$ cat src/rtl/ddc_demixer_pkg.sv
// ddc_demixer_pkg
// Shared constants and helpers for the receive-side fs/4 demixer.
//   T_BITS, F_BITS    : sample width / fractional bits, shared with the transmit path
//   LOG2_DEC          : log2 of the integrate-and-dump decimation factor (legal 2..6)
//   GAIN_BITS, GAIN   : amplitude-correction gain, 1/0.3155 in Q(F_BITS)
//   TX_AMP            : transmit amplitude scale 0.3155 in Q(F_BITS), kept for reference
//   lo_code_e         : LO code encoding, identical to the transmit LO
package ddc_demixer_pkg;

    localparam int T_BITS    = 11;
    localparam int F_BITS    = 9;
    localparam int LOG2_DEC  = 3;
    localparam int GAIN_BITS = 13;

    localparam logic [GAIN_BITS-1:0] GAIN   = 13'd1623;
    localparam logic [T_BITS-1:0]    TX_AMP = 11'd162;

    typedef enum logic [1:0] {
        LO_ZERO = 2'b00,
        LO_POS  = 2'b01,
        LO_NEG  = 2'b10
    } lo_code_e;

    // I branch LO: +1, 0, -1, 0 over phases 0..3
    function automatic lo_code_e lo_i_code(input logic [1:0] phase);
        lo_code_e code;
        case (phase)
            2'd0:    code = LO_POS;
            2'd2:    code = LO_NEG;
            default: code = LO_ZERO;
        endcase
        return code;
    endfunction

    // Q branch LO: 0, +1, 0, -1 over phases 0..3
    function automatic lo_code_e lo_q_code(input logic [1:0] phase);
        lo_code_e code;
        case (phase)
            2'd1:    code = LO_POS;
            2'd3:    code = LO_NEG;
            default: code = LO_ZERO;
        endcase
        return code;
    endfunction

endpackage

$ cat src/rtl/ddc_demixer_if.sv
// ddc_demixer_if
// Sample-in / baseband-out bundle of the demixer.
//   in_i, in_valid, sync_i : real sample stream with qualifier and frame resync
//   out_i, out_q, out_valid: decimated baseband pair with one-cycle pulse
// Modports: master drives samples and observes outputs; slave is the demixer.
interface ddc_demixer_if;
    import ddc_demixer_pkg::*;

    logic signed [T_BITS-1:0] in_i;
    logic                     in_valid;
    logic                     sync_i;
    logic signed [T_BITS-1:0] out_i;
    logic signed [T_BITS-1:0] out_q;
    logic                     out_valid;

    modport master (
        output in_i, in_valid, sync_i,
        input  out_i, out_q, out_valid
    );

    modport slave (
        input  in_i, in_valid, sync_i,
        output out_i, out_q, out_valid
    );

endinterface

$ cat src/rtl/ddc_demixer_integrator.sv
// ddc_integrator
// One mixing branch: LO sign/zero select, integrate-and-dump accumulator and
// the stage-1 register holding the scaled dump result.
//   clk, rst_n : clock, async active-low reset
//   x          : signed input sample
//   lo         : LO code for this sample (+1 / 0 / -1)
//   accept     : sample is valid this cycle
//   restart    : start a fresh frame (sample, if accepted, is its first)
//   dump       : accepted sample closes the frame
//   stage1     : (frame sum) >>> (LOG2_DEC-1), held until the next dump
module ddc_integrator
    import ddc_demixer_pkg::*;
(
    input  logic                   clk,
    input  logic                   rst_n,
    input  logic signed [T_BITS-1:0] x,
    input  lo_code_e               lo,
    input  logic                   accept,
    input  logic                   restart,
    input  logic                   dump,
    output logic signed [T_BITS:0] stage1
);

    // A frame sum of DEC full-scale samples fits exactly in T_BITS+LOG2_DEC bits.
    localparam int ACC_W = T_BITS + LOG2_DEC;
    localparam int S1_W  = T_BITS + 1;
    localparam int SHIFT = LOG2_DEC - 1;

    localparam logic signed [T_BITS-1:0] X_MAX = {1'b0, {(T_BITS-1){1'b1}}};
    localparam logic signed [T_BITS-1:0] X_MIN = {1'b1, {(T_BITS-1){1'b0}}};

    logic signed [T_BITS-1:0] m_s;
    logic signed [ACC_W-1:0]  m_ext_s;
    logic signed [ACC_W-1:0]  sum_s;
    logic signed [S1_W-1:0]   stage1_next_s;
    logic signed [ACC_W-1:0]  acc_r;
    logic signed [S1_W-1:0]   stage1_r;

    // Mixer: pass, zero or negate; negating the most negative code saturates.
    always_comb begin
        m_s = {T_BITS{1'b0}};
        case (lo)
            LO_POS: m_s = x;
            LO_NEG: begin
                if (x == X_MIN) begin
                    m_s = X_MAX;
                end else begin
                    m_s = -x;
                end
            end
            default: m_s = {T_BITS{1'b0}};
        endcase
    end

    // Running sum and the floor-shifted dump value (drop SHIFT low bits).
    always_comb begin
        m_ext_s       = {{(ACC_W-T_BITS){m_s[T_BITS-1]}}, m_s};
        sum_s         = acc_r + m_ext_s;
        stage1_next_s = sum_s[SHIFT +: S1_W];
    end

    // Accumulator and stage-1 register; a restart discards the partial frame.
    always_ff @(posedge clk or negedge rst_n) begin
        if (!rst_n) begin
            acc_r    <= {ACC_W{1'b0}};
            stage1_r <= {S1_W{1'b0}};
        end else if (restart && accept) begin
            acc_r <= m_ext_s;
        end else if (restart) begin
            acc_r <= {ACC_W{1'b0}};
        end else if (accept && dump) begin
            acc_r    <= {ACC_W{1'b0}};
            stage1_r <= stage1_next_s;
        end else if (accept) begin
            acc_r <= sum_s;
        end
    end

    assign stage1 = stage1_r;

endmodule

$ cat src/rtl/ddc_demixer.sv
// ddc_demixer
// Receive-side fs/4 quadrature demixer with integrate-and-dump decimation by
// 2^LOG2_DEC and a gain stage undoing the transmit amplitude scale.
//   clk   : sole clock, rising edge
//   rst_n : asynchronous active-low reset
//   bus   : ddc_demixer_if.slave (in_i, in_valid, sync_i -> out_i, out_q, out_valid)
// Pipeline after the accepting edge of a dumping sample: stage-1 register,
// product register, saturated output register with out_valid.
module ddc_demixer
    import ddc_demixer_pkg::*;
(
    input  logic         clk,
    input  logic         rst_n,
    ddc_demixer_if.slave bus
);

    localparam int S1_W   = T_BITS + 1;
    localparam int PROD_W = S1_W + GAIN_BITS;

    logic [1:0]              phase_r;
    logic [LOG2_DEC-1:0]     count_r;
    logic [1:0]              eff_phase_s;
    lo_code_e                lo_i_s;
    lo_code_e                lo_q_s;
    logic                    dump_s;
    logic signed [S1_W-1:0]  stage1_i_s;
    logic signed [S1_W-1:0]  stage1_q_s;
    logic signed [PROD_W-1:0] prod_i_s;
    logic signed [PROD_W-1:0] prod_q_s;
    logic                    dump_r;
    logic signed [PROD_W-1:0] prod_i_r;
    logic signed [PROD_W-1:0] prod_q_r;
    logic                    prod_valid_r;
    logic signed [T_BITS-1:0] out_i_r;
    logic signed [T_BITS-1:0] out_q_r;
    logic                    out_valid_r;

    // Arithmetic shift by F_BITS then clamp to the T_BITS signed range.
    function automatic logic signed [T_BITS-1:0] sat_out(input logic signed [PROD_W-1:0] p);
        logic signed [PROD_W-1:0] v;
        logic signed [PROD_W-1:0] max_v;
        logic signed [PROD_W-1:0] min_v;
        logic signed [T_BITS-1:0] r;
        v     = p >>> F_BITS;
        max_v = {{(PROD_W-T_BITS+1){1'b0}}, {(T_BITS-1){1'b1}}};
        min_v = {{(PROD_W-T_BITS+1){1'b1}}, {(T_BITS-1){1'b0}}};
        if (v > max_v) begin
            r = {1'b0, {(T_BITS-1){1'b1}}};
        end else if (v < min_v) begin
            r = {1'b1, {(T_BITS-1){1'b0}}};
        end else begin
            r = v[T_BITS-1:0];
        end
        return r;
    endfunction

    // LO selection; a sync sample is always treated as phase 0 of a new frame,
    // and it never closes the frame it discards.
    always_comb begin
        eff_phase_s = phase_r;
        if (bus.sync_i) begin
            eff_phase_s = 2'd0;
        end else begin
            eff_phase_s = phase_r;
        end
        lo_i_s = lo_i_code(eff_phase_s);
        lo_q_s = lo_q_code(eff_phase_s);
        dump_s = bus.in_valid && !bus.sync_i && (count_r == {LOG2_DEC{1'b1}});
    end

    // LO phase and decimation counter, advanced only by accepted samples.
    always_ff @(posedge clk or negedge rst_n) begin
        if (!rst_n) begin
            phase_r <= 2'd0;
            count_r <= {LOG2_DEC{1'b0}};
        end else if (bus.sync_i && bus.in_valid) begin
            phase_r <= 2'd1;
            count_r <= {{(LOG2_DEC-1){1'b0}}, 1'b1};
        end else if (bus.sync_i) begin
            phase_r <= 2'd0;
            count_r <= {LOG2_DEC{1'b0}};
        end else if (bus.in_valid) begin
            phase_r <= phase_r + 2'd1;
            count_r <= count_r + {{(LOG2_DEC-1){1'b0}}, 1'b1};
        end
    end

    ddc_integrator u_int_i (
        .clk     (clk),
        .rst_n   (rst_n),
        .x       (bus.in_i),
        .lo      (lo_i_s),
        .accept  (bus.in_valid),
        .restart (bus.sync_i),
        .dump    (dump_s),
        .stage1  (stage1_i_s)
    );

    ddc_integrator u_int_q (
        .clk     (clk),
        .rst_n   (rst_n),
        .x       (bus.in_i),
        .lo      (lo_q_s),
        .accept  (bus.in_valid),
        .restart (bus.sync_i),
        .dump    (dump_s),
        .stage1  (stage1_q_s)
    );

    // Full-precision gain products of the stage-1 values.
    always_comb begin
        prod_i_s = stage1_i_s * $signed(GAIN);
        prod_q_s = stage1_q_s * $signed(GAIN);
    end

    // Gain and output stages; sync does not touch them so pending pairs complete.
    always_ff @(posedge clk or negedge rst_n) begin
        if (!rst_n) begin
            dump_r       <= 1'b0;
            prod_i_r     <= {PROD_W{1'b0}};
            prod_q_r     <= {PROD_W{1'b0}};
            prod_valid_r <= 1'b0;
            out_i_r      <= {T_BITS{1'b0}};
            out_q_r      <= {T_BITS{1'b0}};
            out_valid_r  <= 1'b0;
        end else begin
            dump_r       <= dump_s;
            prod_valid_r <= dump_r;
            out_valid_r  <= prod_valid_r;
            if (dump_r) begin
                prod_i_r <= prod_i_s;
                prod_q_r <= prod_q_s;
            end
            if (prod_valid_r) begin
                out_i_r <= sat_out(prod_i_r);
                out_q_r <= sat_out(prod_q_r);
            end
        end
    end

    assign bus.out_i     = out_i_r;
    assign bus.out_q     = out_q_r;
    assign bus.out_valid = out_valid_r;

endmodule

$ cat src/flat_wrapper.sv
// flat-port wrapper written by rule: the top's interface ports become plain ports
module ddc_demixer_flat import ddc_demixer_pkg::*;
  (clk, rst_n, bus_in_i, bus_in_valid, bus_sync_i, bus_out_i, bus_out_q, bus_out_valid);
  ddc_demixer_if bus_i ();
  input  logic clk;
  input  logic rst_n;
  input wire logic [$bits(bus_i.in_i)-1:0] bus_in_i;
  input wire logic [$bits(bus_i.in_valid)-1:0] bus_in_valid;
  input wire logic [$bits(bus_i.sync_i)-1:0] bus_sync_i;
  output wire logic [$bits(bus_i.out_i)-1:0] bus_out_i;
  output wire logic [$bits(bus_i.out_q)-1:0] bus_out_q;
  output wire logic [$bits(bus_i.out_valid)-1:0] bus_out_valid;
  assign bus_i.in_i = bus_in_i;
  assign bus_i.in_valid = bus_in_valid;
  assign bus_i.sync_i = bus_sync_i;
  assign bus_out_i = bus_i.out_i;
  assign bus_out_q = bus_i.out_q;
  assign bus_out_valid = bus_i.out_valid;
  ddc_demixer u_core (.clk(clk), .rst_n(rst_n), .bus(bus_i));
endmodule
$ cat config.mk
export PLATFORM = sky130hd
export DESIGN_NAME = ddc_demixer_flat
export DESIGN_NICKNAME = d
export VERILOG_FILES = /design/src/rtl/ddc_demixer_pkg.sv /design/src/rtl/ddc_demixer_if.sv /design/src/rtl/ddc_demixer_integrator.sv /design/src/rtl/ddc_demixer.sv /design/src/flat_wrapper.sv
export SDC_FILE = /design/constraint.sdc
export NUM_CORES = 1
export LEC_CHECK = 0
export BUFFER_PORTS_ARGS = -buffer_cell sky130_fd_sc_hd__buf_4
export CAP_MARGIN = 20
export CORE_ASPECT_RATIO = 1.5
export CORE_MARGIN = 4
export CORE_UTILIZATION = 65
export DETAILED_ROUTE_END_ITERATION = 16
export GPL_ROUTABILITY_DRIVEN = 1
export PLACE_DENSITY_LB_ADDON = 0.3
export SLEW_MARGIN = 20
export SYNTH_ARGS = -nofsm -noshare
export SYNTH_HDL_FRONTEND = slang
export SYNTH_SLANG_ARGS = --single-unit
$ cat constraint.sdc
create_clock -name clk -period 6 [get_ports clk]
set_input_delay 0.9 -clock clk [delete_from_list [all_inputs] [get_ports clk]]
set_output_delay 0.9 -clock clk [all_outputs]
set_load 0.02 [all_outputs]
## After elaboration in Yosys (flattened, before gate mapping)

Cells that the tools add are included.

- Bits in registers: 130

- Multiply operators: 2
- Eq/ne operators: 9
- Magnitude comparators: 4
- Bitwise gates (word level): 2
- Multiplexer cells: 24
- Add/sub/neg operators: 5
- Reductions and logical operators: 9

Operator list:

| operator | number |
|---|---|
| 14-bit two-way mux | 8 |
| 11-bit two-way mux | 5 |
| 12-bit by 12-bit multiplier with 24-bit output, second input constant | 2 |
| 11-bit one-hot mux with 2 select lines | 2 |
| 15-bit by 11-bit > comparator with 1-bit output, second input constant | 2 |
| 15-bit by 11-bit < comparator with 1-bit output, second input constant | 2 |
| 14-bit by 11-bit adder with 14-bit output | 2 |
| 11-bit == test, second input constant | 1 |
| 11-bit negator | 1 |
| 3-bit two-way mux | 3 |
| 2-bit == test, second input constant | 4 |
| 2-bit two-way mux | 4 |
| 2-bit one-hot mux with 2 select lines | 2 |
| 2-bit by 1-bit == test with 1-bit output, second input constant | 3 |
| 1-bit logical AND | 4 |
| 4-bit nonzero test | 1 |
| 3-bit by 1-bit adder with 3-bit output, second input constant | 1 |
| 3-bit == test, second input constant | 1 |
| 3-bit AND reduction | 1 |
| 3-bit nonzero test | 1 |
| 2-bit by 1-bit adder with 2-bit output, second input constant | 1 |
| 2-bit zero test | 1 |
| 1-bit NOT | 2 |
| 1-bit zero test | 1 |

## Longest topological paths before layout

- Word-level depth: 10
- Gate-level depth with buffers: 20
- Mapped depth without buffers: 19

## By module

From an unflattened synthesis, not the netlist that was laid out.

- Cell total of the unflattened synthesis: 1433
- Area total of the unflattened synthesis: 12912.4 um^2

By module, submodules not included:

| module | area an instance (um^2) | instances | sequential area each (um^2) | cells each |
|---|---|---|---|---|
| ddc_demixer | 8745.9 | 1 | 1501.4 | 961 |
| ddc_integrator | 2083.2 | 2 | 650.6 | 236 |

## Worst setup path before layout

OpenSTA, ideal clock, no wires.

- Path type: register -> register
- Start point: register u_core.u_int_i.stage1_r[3], in the netlist u_core.u_int_i.stage1[3]
- End point: register u_core.prod_i_r[23] (netlist name)
- Stages on the path, launching flop included: 19
- Path slack: 1142 ps
- Data arrival time: 4733 ps
- Period minus slack after synthesis: 4858 ps
- Buffers on the path: 1
- Setup time: 125 ps
- Cells stage by stage: dfrtp_1 -> ha_1 -> inv_1 -> fa_1 -> inv_1 -> fa_1 -> inv_1 -> fa_1 -> fa_1 -> inv_1 -> ha_1 -> clkbuf_1 -> nand2_1 -> or4_1 -> o21ai_1 -> nand3_1 -> nand2_1 -> xnor2_1 -> mux2_2

- Cells in the longest elaborated chain, start to end: 1

RTL lines:

| element | RTL line | source |
|---|---|---|
| start, declared | ddc_demixer_integrator.sv:37 | `logic signed [S1_W-1:0] stage1_r;` |
| start signal, assigned | ddc_demixer_integrator.sv:66 | `stage1_r <= {S1_W{1'b0}};` |
| start signal, assigned | ddc_demixer_integrator.sv:73 | `stage1_r <= stage1_next_s;` |
| 12-bit by 12-bit multiplier with 24-bit output | ddc_demixer.sv:112 | `prod_i_s = stage1_i_s * $signed(GAIN);` |

No other way between the ends.
A chain may end at the register's enable or synchronous reset.

## Worst setup path in the final report

- Start point: register u_core.u_int_i.stage1_r[1], in the netlist u_core.u_int_i.stage1[1]
- End point: register u_core.prod_i_r[20]

- Cells in the longest elaborated chain, start to end: 1

RTL lines:

| element | RTL line | source |
|---|---|---|
| 12-bit by 12-bit multiplier with 24-bit output | ddc_demixer.sv:112 |  |
| end signal, assigned | ddc_demixer.sv:120 | `prod_i_r <= {PROD_W{1'b0}};` |
| end signal, assigned | ddc_demixer.sv:131 | `prod_i_r <= prod_i_s;` |
| end, declared | ddc_demixer.sv:31 | `logic signed [PROD_W-1:0] prod_i_r;` |

No other way between the ends.

==> run metrics <==
Layout Area Growth over Synthesis 6.36%; Max Clock Skew 10.8 ps; ratio of cells with drive above 1 in the final layout 0.0819; Max Cap Viol 0; CTS sink count 112; drt total wl 23200 µm; Worst Setup End Kind flop; min Tclk post-route 5230 ps; total power 2450 µW; dpl ws 777 ps; Finished Core Util 0.703; H-tree depth 3; die area 0.0205 mm²; clk_lat worst skew 360 ps; YS warnings 0; mapped cell area 0.0119 mm²; Root Buffer clkbuf_16; run status completed; RePlAce Congestion 0.941; Slew HR 0.346; Post-Synthesis Cells 1280; Overflow after GRT 0; endpoints failing setup 0; n_diodes 0; via/cell ratio 5.69; via count 8661; cts repair resizes 0; Worst Path Required 6240 ps; I/O Pins 38; drc violations 0; Nets 1578; die height 173 µm; Buffers on Ports 37; critical path peak fanout 7; clock-pin slew on the worst setup and hold paths 70 ps; CTS max path bufs 2; wire per inst 15.2 µm; worst path arrival time 5470 ps; FFs w/ async S/R, synth 1.00; 1st-iter DRT viols 577; post-synthesis cell type count 62; Hold-fix buffers, CTS 0; worst min-delay path category reg -> reg; critical path class reg -> reg; Final Hold Viols 0; CTS tree done; setup TNS 0 ps; CTS buffer count 9; final period utilization 0.871; Syn Nets 1556; Fill cells 1379; first-pass GRT wire length 41600 µm; CP startpoint kind flop; Pins Over Slew Limit 0; leakage power 0.00669 µW; Worst-Margin Slew 976 ps; drt first pass iters 5; dpl hpwl 19000 µm; post-route ant nets 0; Pwr per Cell Area 194 mW/mm²; initial antenna violation count 0; unrepaired setup endpoints after global routing no; Post-CTS Setup Repair Bufs 0; number of global-route vias before repair 9293; mean post-synth cell area 9.27 µm²; Most used DFF post-synth dfrtp_1; Tot GR Track Use 0.241; number of synthesized flops with an enable pin 0; Core Rows 60; largest net degree at the start of global routing 77; #FFs+latches synth 112; Placeable Area 0.0179 mm²; Final WS setup 772 ps; maximum VDD drop 0.000196 V; Die W 118 µm; fmax 0.191 GHz; sequential cell area fraction in the yosys report 0.236; Initial Util 0.661
## cell type report
cell class	instances	area (µm²)	area share
multi-input cells	870	7950	0.630
flip-flops and latches	112	2800	0.222
inverters	264	991	0.0785
repair buffers	45	338	0.0268
well taps	217	272	0.0215
clock buffers	11	243	0.0192
clock inverters	4	30.0	0.00238
## per-stage QoR
| stage | instances | hold slack (ps) | area, µm² |
|---|---|---|---|
| after CTS | 1523 | 513 | 12600 |
| final | 1523 | 508 | 12600 |
| after global routing | 1523 | 524 | 12600 |
| after detailed placement | 1508 | 497 | 12300 |
| after global placement | 1508 | 474 | 12300 |
| after floorplan | 1280 | 352 | 11900 |
## critical path: stages, from the launching register on
cell       delay, ps
dfrtp_1          470
ha_1             320
ha_1             280
inv_1             50
fa_1             500
inv_1             60
fa_1             530
inv_1             50
fa_1             530
inv_1             40
ha_1             340
a21oi_1          150
o21ai_0           90
a41oi_1          430
a2bb2oi_1        320
nor3_1           110
a2111oi_0        450
xnor2_1          120
mux2_2           270
## synthesized netlist by cell type, types with 4 or more instances
cell	instances	area, µm²
xnor2_1	56	490
a2bb2oi_1	5	43.8
and2_1	4	25.0
xor2_1	22	193
and3_1	6	37.5
o41ai_1	4	35.0
o21ai_0	60	300
nor2b_1	13	81.3
or3_1	6	37.5
o211ai_1	5	37.5
mux2_2	38	428
inv_1	263	987
nor3_1	10	50.1
a211oi_1	8	60.1
clkbuf_1	29	109
nand2_1	72	270
ha_1	157	1960
o21a_1	7	52.6
a22o_1	12	105
o22ai_1	24	150
a22oi_1	4	30.0
dfrtp_1	112	2800
nor2_1	76	285
fa_1	104	2080
buf_2	4	20.0
o31ai_1	4	30.0
a21o_1	13	97.6
nand2b_1	9	56.3
a21oi_1	70	350
o21bai_1	5	37.5
mux2i_1	6	60.1
a31oi_1	4	25.0
nand4_1	8	50.1
nand3_1	9	45.0
## worst paths after layout
check / start / endpoint / slack, ps / cells after the start
worst max-delay path: u_core.u_int_i.stage1[1] / u_core.prod_i_r[20] / 770 / 18
worst min register to register: u_core.bus.out_q[10] / u_core.bus.out_q[10] / 510 / 1
worst min-delay path: u_core.bus.out_q[10] / u_core.bus.out_q[10] / 510 / 1
worst max register to register: u_core.u_int_i.stage1[1] / u_core.prod_i_r[20] / 770 / 18
max in group asynchronous: rst_n / u_core.bus.out_q[7] / 4300 / 2
min in group asynchronous: rst_n / u_core.bus.out_i[10] / 670 / 1
## logic make-up after synthesis
family                     count (synthesis)  synth area share
AOI/OAI and AO/OA                        252             0.134
muxes                                     44            0.0411
adders and majority gates                261             0.341
xor gates and xnor gates                  79            0.0589
and+or+nand+nor                          234            0.0937
DFF                                      112             0.236
buffers and inverters                    298            0.0947
## state kept, by name, indices dropped and copies added, names as in the netlist, 2 cells and up
name and count:
u_core.count_r 3, u_core.u_int_i.stage1 12, u_core.bus.out_q 11, u_core.u_int_q.stage1 12, u_core.u_int_q.acc_r 14, u_core.u_int_i.acc_r 14
u_core.prod_i_r 15, u_core.phase_r 2, u_core.bus.out_i 11, u_core.prod_q_r 15
## power by group
group,internal [µW],switching (µW),total [µW],leakage (µW)
clock,293,271,563,0.000132
combinational,428,597,1020,0.00503
sequential,799,58.3,858,0.00153
## layout by cell type (no fill, tap or decap), types with 5 or more instances in the layout
| master | synthesis | final |
|---|---|---|
| or3_1 | 6 | 6 |
| mux2_2 | 38 | 38 |
| nand4_1 | 8 | 8 |
| o21bai_1 | 5 | 5 |
| a21o_1 | 13 | 13 |
| o21a_1 | 7 | 7 |
| buf_4 | 0 | 45 |
| and3_1 | 6 | 6 |
| xor2_1 | 22 | 22 |
| clkbuf_16 | 0 | 9 |
| fa_1 | 104 | 104 |
| nor2b_1 | 13 | 13 |
| o21ai_0 | 60 | 60 |
| nor2_1 | 76 | 76 |
| a22o_1 | 12 | 12 |
| a21oi_1 | 70 | 70 |
| dfrtp_1 | 112 | 112 |
| o211ai_1 | 5 | 5 |
| a211oi_1 | 8 | 8 |
| nor3_1 | 10 | 9 |
| nand3_1 | 9 | 9 |
| nand2_1 | 72 | 72 |
| mux2i_1 | 6 | 6 |
| nand2b_1 | 9 | 9 |
| a2bb2oi_1 | 5 | 5 |
| xnor2_1 | 56 | 56 |
| ha_1 | 157 | 157 |
| inv_1 | 263 | 263 |
| o22ai_1 | 24 | 24 |
## layer usage
layer  share of wire  vias up  wire length [µm]  track usage
met2            0.55      152             12700        0.458
met5               0        -                 0            0
met1            0.40     4193              9210        0.278
li1                -     4265                 -            -
met4           0.027        0               626       0.0914
met3           0.025       51               587       0.0212
No activity file was read; power rests on OpenSTA's default activity.
